===== config.mk =====
export PLATFORM = sky130hd
export DESIGN_NAME = grant_mux
export DESIGN_NICKNAME = d
export VERILOG_FILES = /design/src/rtl/grant_mux_pkg.sv /design/src/rtl/grant_mux_onehot_enc.sv /design/src/rtl/grant_mux.sv
export SDC_FILE = /design/constraint.sdc
export NUM_CORES = 1
export LEC_CHECK = 0
export CORE_AREA = 3 3 430 432
export DETAILED_ROUTE_END_ITERATION = 10
export DIE_AREA = 0 0 433 435
export PLACE_DENSITY = 0.37
export REMOVE_ABC_BUFFERS = 1
export SETUP_SLACK_MARGIN = 0.15
export SLEW_MARGIN = 10
export SYNTH_ARGS = -nofsm -noshare
export SYNTH_HDL_FRONTEND = slang
export SYNTH_SLANG_ARGS = --single-unit

===== constraint.sdc =====
create_clock -name clock -period 3.8 [get_ports clock]
set_input_delay 0.95 -clock clock [delete_from_list [all_inputs] [get_ports clock]]
set_output_delay 0.95 -clock clock [all_outputs]
set_load 0.05 [all_outputs]

===== src/rtl/grant_mux_pkg.sv =====
// Shared types and helpers for grant_mux: FIFO count type, default entry
// layout and a lowest-set-bit encoder function.
package grant_mux_pkg;

  localparam int unsigned ONEHOT_MAX_W = 256;
  localparam int unsigned ENTRY_DATA_W = 32;
  localparam int unsigned ENTRY_IDX_W  = 5;

  typedef logic [1:0] fifo_cnt_t;

  localparam fifo_cnt_t CNT_EMPTY = 2'd0;
  localparam fifo_cnt_t CNT_FULL  = 2'd2;

  // Default-sized entry; users with other widths declare the same layout locally.
  typedef struct packed {
    logic [ENTRY_IDX_W-1:0]  client;
    logic [ENTRY_DATA_W-1:0] data;
  } entry_t;

  // Index of the lowest set bit; 0 when the vector is empty.
  function automatic int unsigned onehot_idx(input logic [ONEHOT_MAX_W-1:0] vec);
    int unsigned idx;
    idx = 0;
    for (int i = ONEHOT_MAX_W - 1; i >= 0; i--) begin
      if (vec[i]) idx = $unsigned(i);
    end
    return idx;
  endfunction

endpackage


===== src/rtl/grant_mux_onehot_enc.sv =====
// One-hot (or zero) to binary index encoder; the lowest set bit wins on
// multi-hot input.
module onehot_enc
  import grant_mux_pkg::*;
#(
  parameter  int unsigned N  = 32,
  localparam int unsigned IW = $clog2(N)
) (
  input  logic [N-1:0]  i_onehot,
  output logic [IW-1:0] o_idx,
  output logic          o_found
);

  if (N > ONEHOT_MAX_W) begin : g_width_check
    $error("onehot_enc: N exceeds ONEHOT_MAX_W");
  end

  always_comb begin
    o_idx   = IW'(onehot_idx(ONEHOT_MAX_W'(i_onehot)));
    o_found = |i_onehot;
  end

endmodule


===== src/rtl/grant_mux.sv =====
// Selects the granted client's payload and index into a 2-entry output FIFO
// and back-pressures the arbiter via stall. Define GRANT_MUX_CHECKS_EN for SVA.
module grant_mux
  import grant_mux_pkg::*;
#(
  parameter  int unsigned CLIENTS = 32,
  parameter  int unsigned DATA_W  = 32,
  localparam int unsigned IDX_W   = $clog2(CLIENTS)
) (
  input  logic                      clock,
  input  logic                      reset,
  input  logic [CLIENTS-1:0]        grant,
  input  logic [CLIENTS*DATA_W-1:0] payload,
  output logic                      stall,
  output logic                      out_valid,
  input  logic                      out_ready,
  output logic [DATA_W-1:0]         out_data,
  output logic [IDX_W-1:0]          out_client
);

  if (CLIENTS < 2) begin : g_clients_check
    $error("grant_mux: CLIENTS must be at least 2");
  end

  typedef struct packed {
    logic [IDX_W-1:0]  client;
    logic [DATA_W-1:0] data;
  } mux_entry_t;

  logic [IDX_W-1:0] w_idx;
  logic             w_found;
  logic             w_push;
  logic             w_pop;
  fifo_cnt_t        w_cnt_nxt;
  mux_entry_t       w_wr_entry;

  mux_entry_t r_mem [2];
  fifo_cnt_t  r_count;
  logic       r_wr_ptr;
  logic       r_rd_ptr;
  logic       r_stall;
  logic       r_valid;

  onehot_enc #(
    .N (CLIENTS)
  ) u_enc (
    .i_onehot (grant),
    .o_idx    (w_idx),
    .o_found  (w_found)
  );

  // Handshake decode and next occupancy; stall/valid only look at registers.
  always_comb begin
    w_push            = 1'b0;
    w_pop             = 1'b0;
    w_wr_entry        = '0;
    w_cnt_nxt         = r_count;
    w_push            = w_found && !r_stall;
    w_pop             = r_valid && out_ready;
    w_wr_entry.client = w_idx;
    w_wr_entry.data   = payload[32'(w_idx) * DATA_W +: DATA_W];
    w_cnt_nxt         = r_count + fifo_cnt_t'(w_push) - fifo_cnt_t'(w_pop);
  end

  always_ff @(posedge clock or negedge reset) begin
    if (!reset) begin
      for (int i = 0; i < 2; i++) r_mem[i] <= '0;
      r_count  <= CNT_EMPTY;
      r_wr_ptr <= 1'b0;
      r_rd_ptr <= 1'b0;
      r_stall  <= 1'b0;
      r_valid  <= 1'b0;
    end else begin
      if (w_push) begin
        r_mem[r_wr_ptr] <= w_wr_entry;
        r_wr_ptr        <= ~r_wr_ptr;
      end
      if (w_pop) r_rd_ptr <= ~r_rd_ptr;
      r_count <= w_cnt_nxt;
      r_stall <= (w_cnt_nxt == CNT_FULL);
      r_valid <= (w_cnt_nxt != CNT_EMPTY);
    end
  end

  assign stall      = r_stall;
  assign out_valid  = r_valid;
  assign out_data   = r_mem[r_rd_ptr].data;
  assign out_client = r_mem[r_rd_ptr].client;

`ifdef GRANT_MUX_CHECKS_EN
  a_grant_onehot0: assert property (@(posedge clock) disable iff (!reset)
    $onehot0(grant));

  a_head_hold: assert property (@(posedge clock) disable iff (!reset)
    out_valid && !out_ready |=>
      $stable(out_valid) && $stable(out_data) && $stable(out_client));

  a_stall_full: assert property (@(posedge clock) disable iff (!reset)
    stall |-> r_count == CNT_FULL);

  c_full_pop_push: cover property (@(posedge clock) disable iff (!reset)
    (r_count == CNT_FULL && w_pop) ##1 w_push);
`endif

endmodule

==> impl_metrics.py <==
metrics = {
    "global_routing": {
        "grtUsageMet1": 0.193,
        "grt-ovfl-total": 0,
        "grtUsageMet2": 0.296,
        "grt_busiest_layer": "met2",
        "grt.total_usage": 0.171,
        "first_global_vias": 23102,
        "antenna_found_initial": 107,
        "grt_use_met3": 0.0385,
        "grt_max_degree": 58,
        "grt_pass1_wl_um": 216000,
    },
    "synthesis": {
        "synthTopCellsByCount": "467 x nand2_1, 286 x mux2i_1, 118 x o22ai_1",
        "syn_area_per_cell_um2": 7.29,
        "ys_types": 56,
        "yosysWarningCount": 0,
        "seq_area_frac_synth": 0.151,
        "ys_seq_elements": 80,
        "synthCells": 1814,
        "synth_largest_area_cell": "mux2i_1",
        "synthTopCellsByArea": "mux2i_1 22%, dfrtp_1 15%, nand2_1 13%",
        "syn_area_um2": 13200,
        "synth_edf_count": 0,
        "yosysMostFrequentCell": "nand2_1",
        "synth-main-ff-cell": "dfrtp_1",
        "ys_async_sr_fraction": 1.00,
        "synth_top_cell_area_share": 0.217,
    },
    "setup_path": {
        "r2r_slack_ns": 1.62,
        "slowest_stage": "or4_4",
        "rr_worst_depth": 7,
        "crit_path_start_kind": "input pin",
        "critPathRequiredTime_ns": 4.07,
        "cp.buffers_inverters": 6,
        "path_max_fanout": 9,
        "critPathKind": "input pin to flip-flop",
        "r2r_start": "stall",
        "cp_data_arrival_time_ns": 4.05,
        "r2r-end": "r_mem[14]",
        "cpPeakStageDelay_ns": 0.53,
        "end_kind": "flip-flop",
        "crit_family": "simple AND/OR/NAND/NOR gates",
        "crit_chain": "buf_8, nor4_4, o311ai_4, o31ai_4, buf_12, buf_16, buf_16, buf_12, mux2i_4, a221oi_2, or4_4, nor3_4, buf_4, a211oi_1",
    },
    "timing": {
        "drv_slew": 0,
        "finalHoldViolCount": 0,
        "whs_ns": 0.473,
        "finalSetupViolations": 0,
        "slew_headroom": 0.400,
        "fmax_mhz": 264,
        "finalCritPeriodShare": 0.995,
        "layout_min_cycle_time_ns": 3.78,
        "fin_setup_tns_ns": 0,
        "fin_skew_ns": 0.00908,
        "worst_slew_pin_slew_ns": 0.900,
        "rsz0062_at_grt": "yes",
        "timing.final.ws_setup_ns": 0.0190,
    },
    "die": {
        "die_area_um2": 188000,
        "coreArea_um2": 181000,
        "rows": 156,
        "ios": 1098,
        "die_w_um": 433,
        "initial_utilization": 0.0731,
        "die_h_um": 435,
    },
    "worst_hold_path": {
        "min_path_cells": 1,
        "hp-start": "r_mem[73]",
        "min_path_type": "flip-flop to flip-flop",
        "worstHoldEndpoint": "r_mem[73]",
    },
    "cells_and_area": {
        "syn2layout_area_growth_pct": 167,
        "fin_nets": 4412,
        "drive_gt1_frac": 0.312,
        "nFillCells": 20162,
        "fin_util": 0.195,
        "finalNonFillerCells": 5773,
        "final_area_um2": 35200,
    },
    "placement": {
        "place_area_um2": 30700,
        "pre_cts_slack_ns": -1.60,
        "dp_hpwl_um": 145000,
        "dp_cells": 5575,
        "place.gp.congestion": 0.931,
        "io_buffers": 1097,
    },
    "clock_tree": {
        "ctsHoldBuffers": 0,
        "clkTransAtPathRegs_ns": 0.07,
        "cts_buffer_depth": 2,
        "cts_tree": "yes",
        "clock-root-buffer": "clkbuf_16",
        "clock_sinks": 80,
        "cts_buffers": 9,
        "clk_latency_ns": 0.39,
        "htreeDepth": 3,
    },
    "detailed_routing": {
        "antenna_left": 0,
        "finalWirelength_um": 170000,
        "drt_iter0_markers": 1406,
        "vias_per_cell": 3.86,
        "drt-pass1-iter-count": 8,
        "wl_per_cell_um": 29.5,
        "vias": 22270,
        "drc": 0,
    },
    "pwr": {
        "ir_worst_vdd_mv": 0.219,
        "p_total_mw": 9.98,
        "p_per_area_nw_per_um2": 283,
        "leakagePower_nw": 12.7,
    },
    "job": {
        "cap_viol_max_count": 0,
    },
    "run_status": {
        "run_status": "finished, final reports clean",
    },
}
==> how the worst max path moves through the flow <==
stage,start,to,slack [ns],depth (start not counted)
floorplan,grant[5],r_mem[62],-16.74,8
global placement,grant[6],r_mem[65],-1.57,15
detailed placement,grant[6],r_mem[6],-1.60,15
CTS,grant[10],r_mem[10],0.11,16
global route,grant[10],r_mem[27],-0.01,16
finish,grant[0],r_mem[6],0.02,14
==> layout make-up <==
type                       count  area [um^2]  share of cell area
antenna                       47          118             0.00334
clock buffer                  10          239             0.00678
clock inverter                 6         73.8             0.00209
inverter                       9         33.8            0.000958
multi-input combinational   1548        12700               0.360
sequential                    80         2000              0.0568
tap                         2370         2970              0.0841
timing repair buffer        1703        17100               0.486
==> layout by cell type (no fill, tap or decap), types with 17 or more instances in the layout <==
cell type and instances:
a211oi_2 31, mux2_2 39, mux2i_1 241, a221oi_2 50, clkdlybuf4s50_1 1061, nor3_4 25, o22ai_2 32, mux2i_2 17
buf_6 66, a221oi_1 25, diode_2 47, dfrtp_1 79, mux2i_4 28, a221oi_4 18, buf_12 72, o22ai_1 83
a32o_1 26, nand2_2 18, and3_1 32, nand2_1 447, a22oi_1 62, a21oi_1 56, buf_4 439, a21oi_2 19
a211oi_1 34, o21ai_0 56, a31oi_1 27, or4_4 32
==> sequential cells by signal (all words and copies together) (netlist names) <==
signal	count
out_valid	1
r_wr_ptr	1
stall	1
r_count	2
r_rd_ptr	1
r_mem	74
==> metal layers <==
metal  share of wire  wire, um  vias up
met4           0.039      6630       38
met5          0.0015       260        -
met3           0.063     10600      244
met1            0.38     65000    10924
met2            0.51     87600      964
li1                -         -    10100
==> cell families after synthesis <==
family / Yosys count / synth area share
compound gates: 577 / 0.317
xor+xnor: 4 / 0.00265
fa+ha+maj: 2 / 0.00189
buf+inv: 186 / 0.0675
flops: 80 / 0.151
mux: 325 / 0.250
simple gates: 640 / 0.210
==> power by group <==
part           internal [mW]  switching [mW]
logic                   3.43            4.11
registers               1.25           0.213
clock network          0.535           0.446
==> repair_timing <==
| action | CTS | global route |
|---|---|---|
| endpoints found under the setup margin | 64 | 64 |
| setup buffers | 74 | 46 |
| pin swaps | 70 | 61 |
| resized for setup | 395 | 248 |
| cloned | 8 | 7 |
==> worst reg2reg max path, delay by kind of cell, from the launching register on <==
family,cells,cell delay (ns)
DFF,1,0.45
AOI/OAI and AO/OA,3,0.34
and+or+nand+nor,3,0.98
buffers and inverters,1,0.26
No activity file was read; power rests on OpenSTA's default activity.
==> patch, RTL diff (same flow settings) <==
Set the parameter `CLIENTS` to 16 (it was 32).
--- a/src/rtl/grant_mux.sv
+++ b/src/rtl/grant_mux.sv
@@ -3,7 +3,7 @@
 module grant_mux
   import grant_mux_pkg::*;
 #(
-  parameter  int unsigned CLIENTS = 32,
+  parameter  int unsigned CLIENTS = 16,
   parameter  int unsigned DATA_W  = 32,
   localparam int unsigned IDX_W   = $clog2(CLIENTS)
 ) (
Ports: changed (resized grant, out_client and payload); port bits go from 1098 to 569. No check against the original RTL was run, so the function may have changed too.
==> patch against the unedited design <==
Highest routed layer unchanged. Power fell by 28%. Worst setup slack improved by 0.13 ns. Wire length fell by 51%. First-iteration DRC count fell by 54%. Final area fell by 47%. Area after synthesis fell by 38%. Sequential cell count fell by 2. Sequential share of layout area rose by 4.8 points.
==> patch: results (changes against the unedited design) <==
* Placer Congestion at 0.859 (-7.7%)
* Seq area share at 0.105 (+0.0477)
* Worst hold endpoint: r_mem[20]
* Share of cells above drive strength 1 at 0.161 (-0.151)
* Status: finished clean
* Worst-Skew Late Latency at 0.41 ns (+0.02 ns)
* Post-cts sizing count at 12 (-97%)
* XOR/XNOR Fraction of Synth Area at 0.00428 (+0.00163)
* RR Endpoint: r_mem[58]
* Initial antenna violation count at 32 (-70%)
* Sw power at 3430 uW (-28%)
* Nets at 2225 (-50%)
* Via Count at 11716 (-47%)
* Syn Area/Cell at 7.75 um2 (+6.4%)
* Setup bufs post-CTS at 0 (-100%)
* Total power at 7150 uW (-28%)
* Hold path start: r_mem[20]
* Final HPWL DP at 71200 um (-51%)
* Hold path depth at 2 (+1)
* Yosys reg bits at 78 (-2.5%)
* Worst reg2reg path depth at 5 (-2)
* Non-Clock Buffer Count at 749 (-56%)
* First-pass GRT wire length at 110000 um (-49%)
* Drt wl/cell at 20.5 um (-30%)
* Leak at 0.00677 uW (-47%)
* Buffering overhead at 0.405 (-0.0807)
* Slowest CP cell: or4_1
* Crit path from: grant[4]
* Area fraction in compound gates after synthesis at 0.330 (+0.0129)
* Post-Route WL at 83600 um (-51%)
* Sequential share of power at 0.200 (+0.053)
* Clock skew at 0.0174 ns (+0.00827 ns)
* IO buf count at 568 (-48%)
-- patch: changes by cell type after synthesis, sizes merged, moves of 92 or more --
cell / before / now
a221oi: 93 / 1
a211oi: 67 / 211
mux2i: 286 / 1
and3: 32 / 212
nand2: 468 / 109
o22ai: 118 / 2
-- patch: kinds of logic (layout without fill, tap and decap cells) --
family	after synthesis	in the layout
buffers and inverters	130	771
XOR/XNOR	4	4
adder cells (fa/ha/maj)	2	2
AND/OR/NAND/NOR	417	417
multiplexers	42	42
other	0	14
AO/OA/AOI/OAI	383	383
flip-flops	78	78
-- patch: layer usage --
| layer | GRT usage | vias up | part of all wire |
|---|---|---|---|
| met4 | 0.0302 | 2 | 0.024 |
| met2 | 0.166 | 295 | 0.56 |
| li1 | - | 5465 | - |
| met3 | 0.00775 | 64 | 0.023 |
| met5 | 0 | - | 0.000084 |
| met1 | 0.0969 | 5890 | 0.39 |
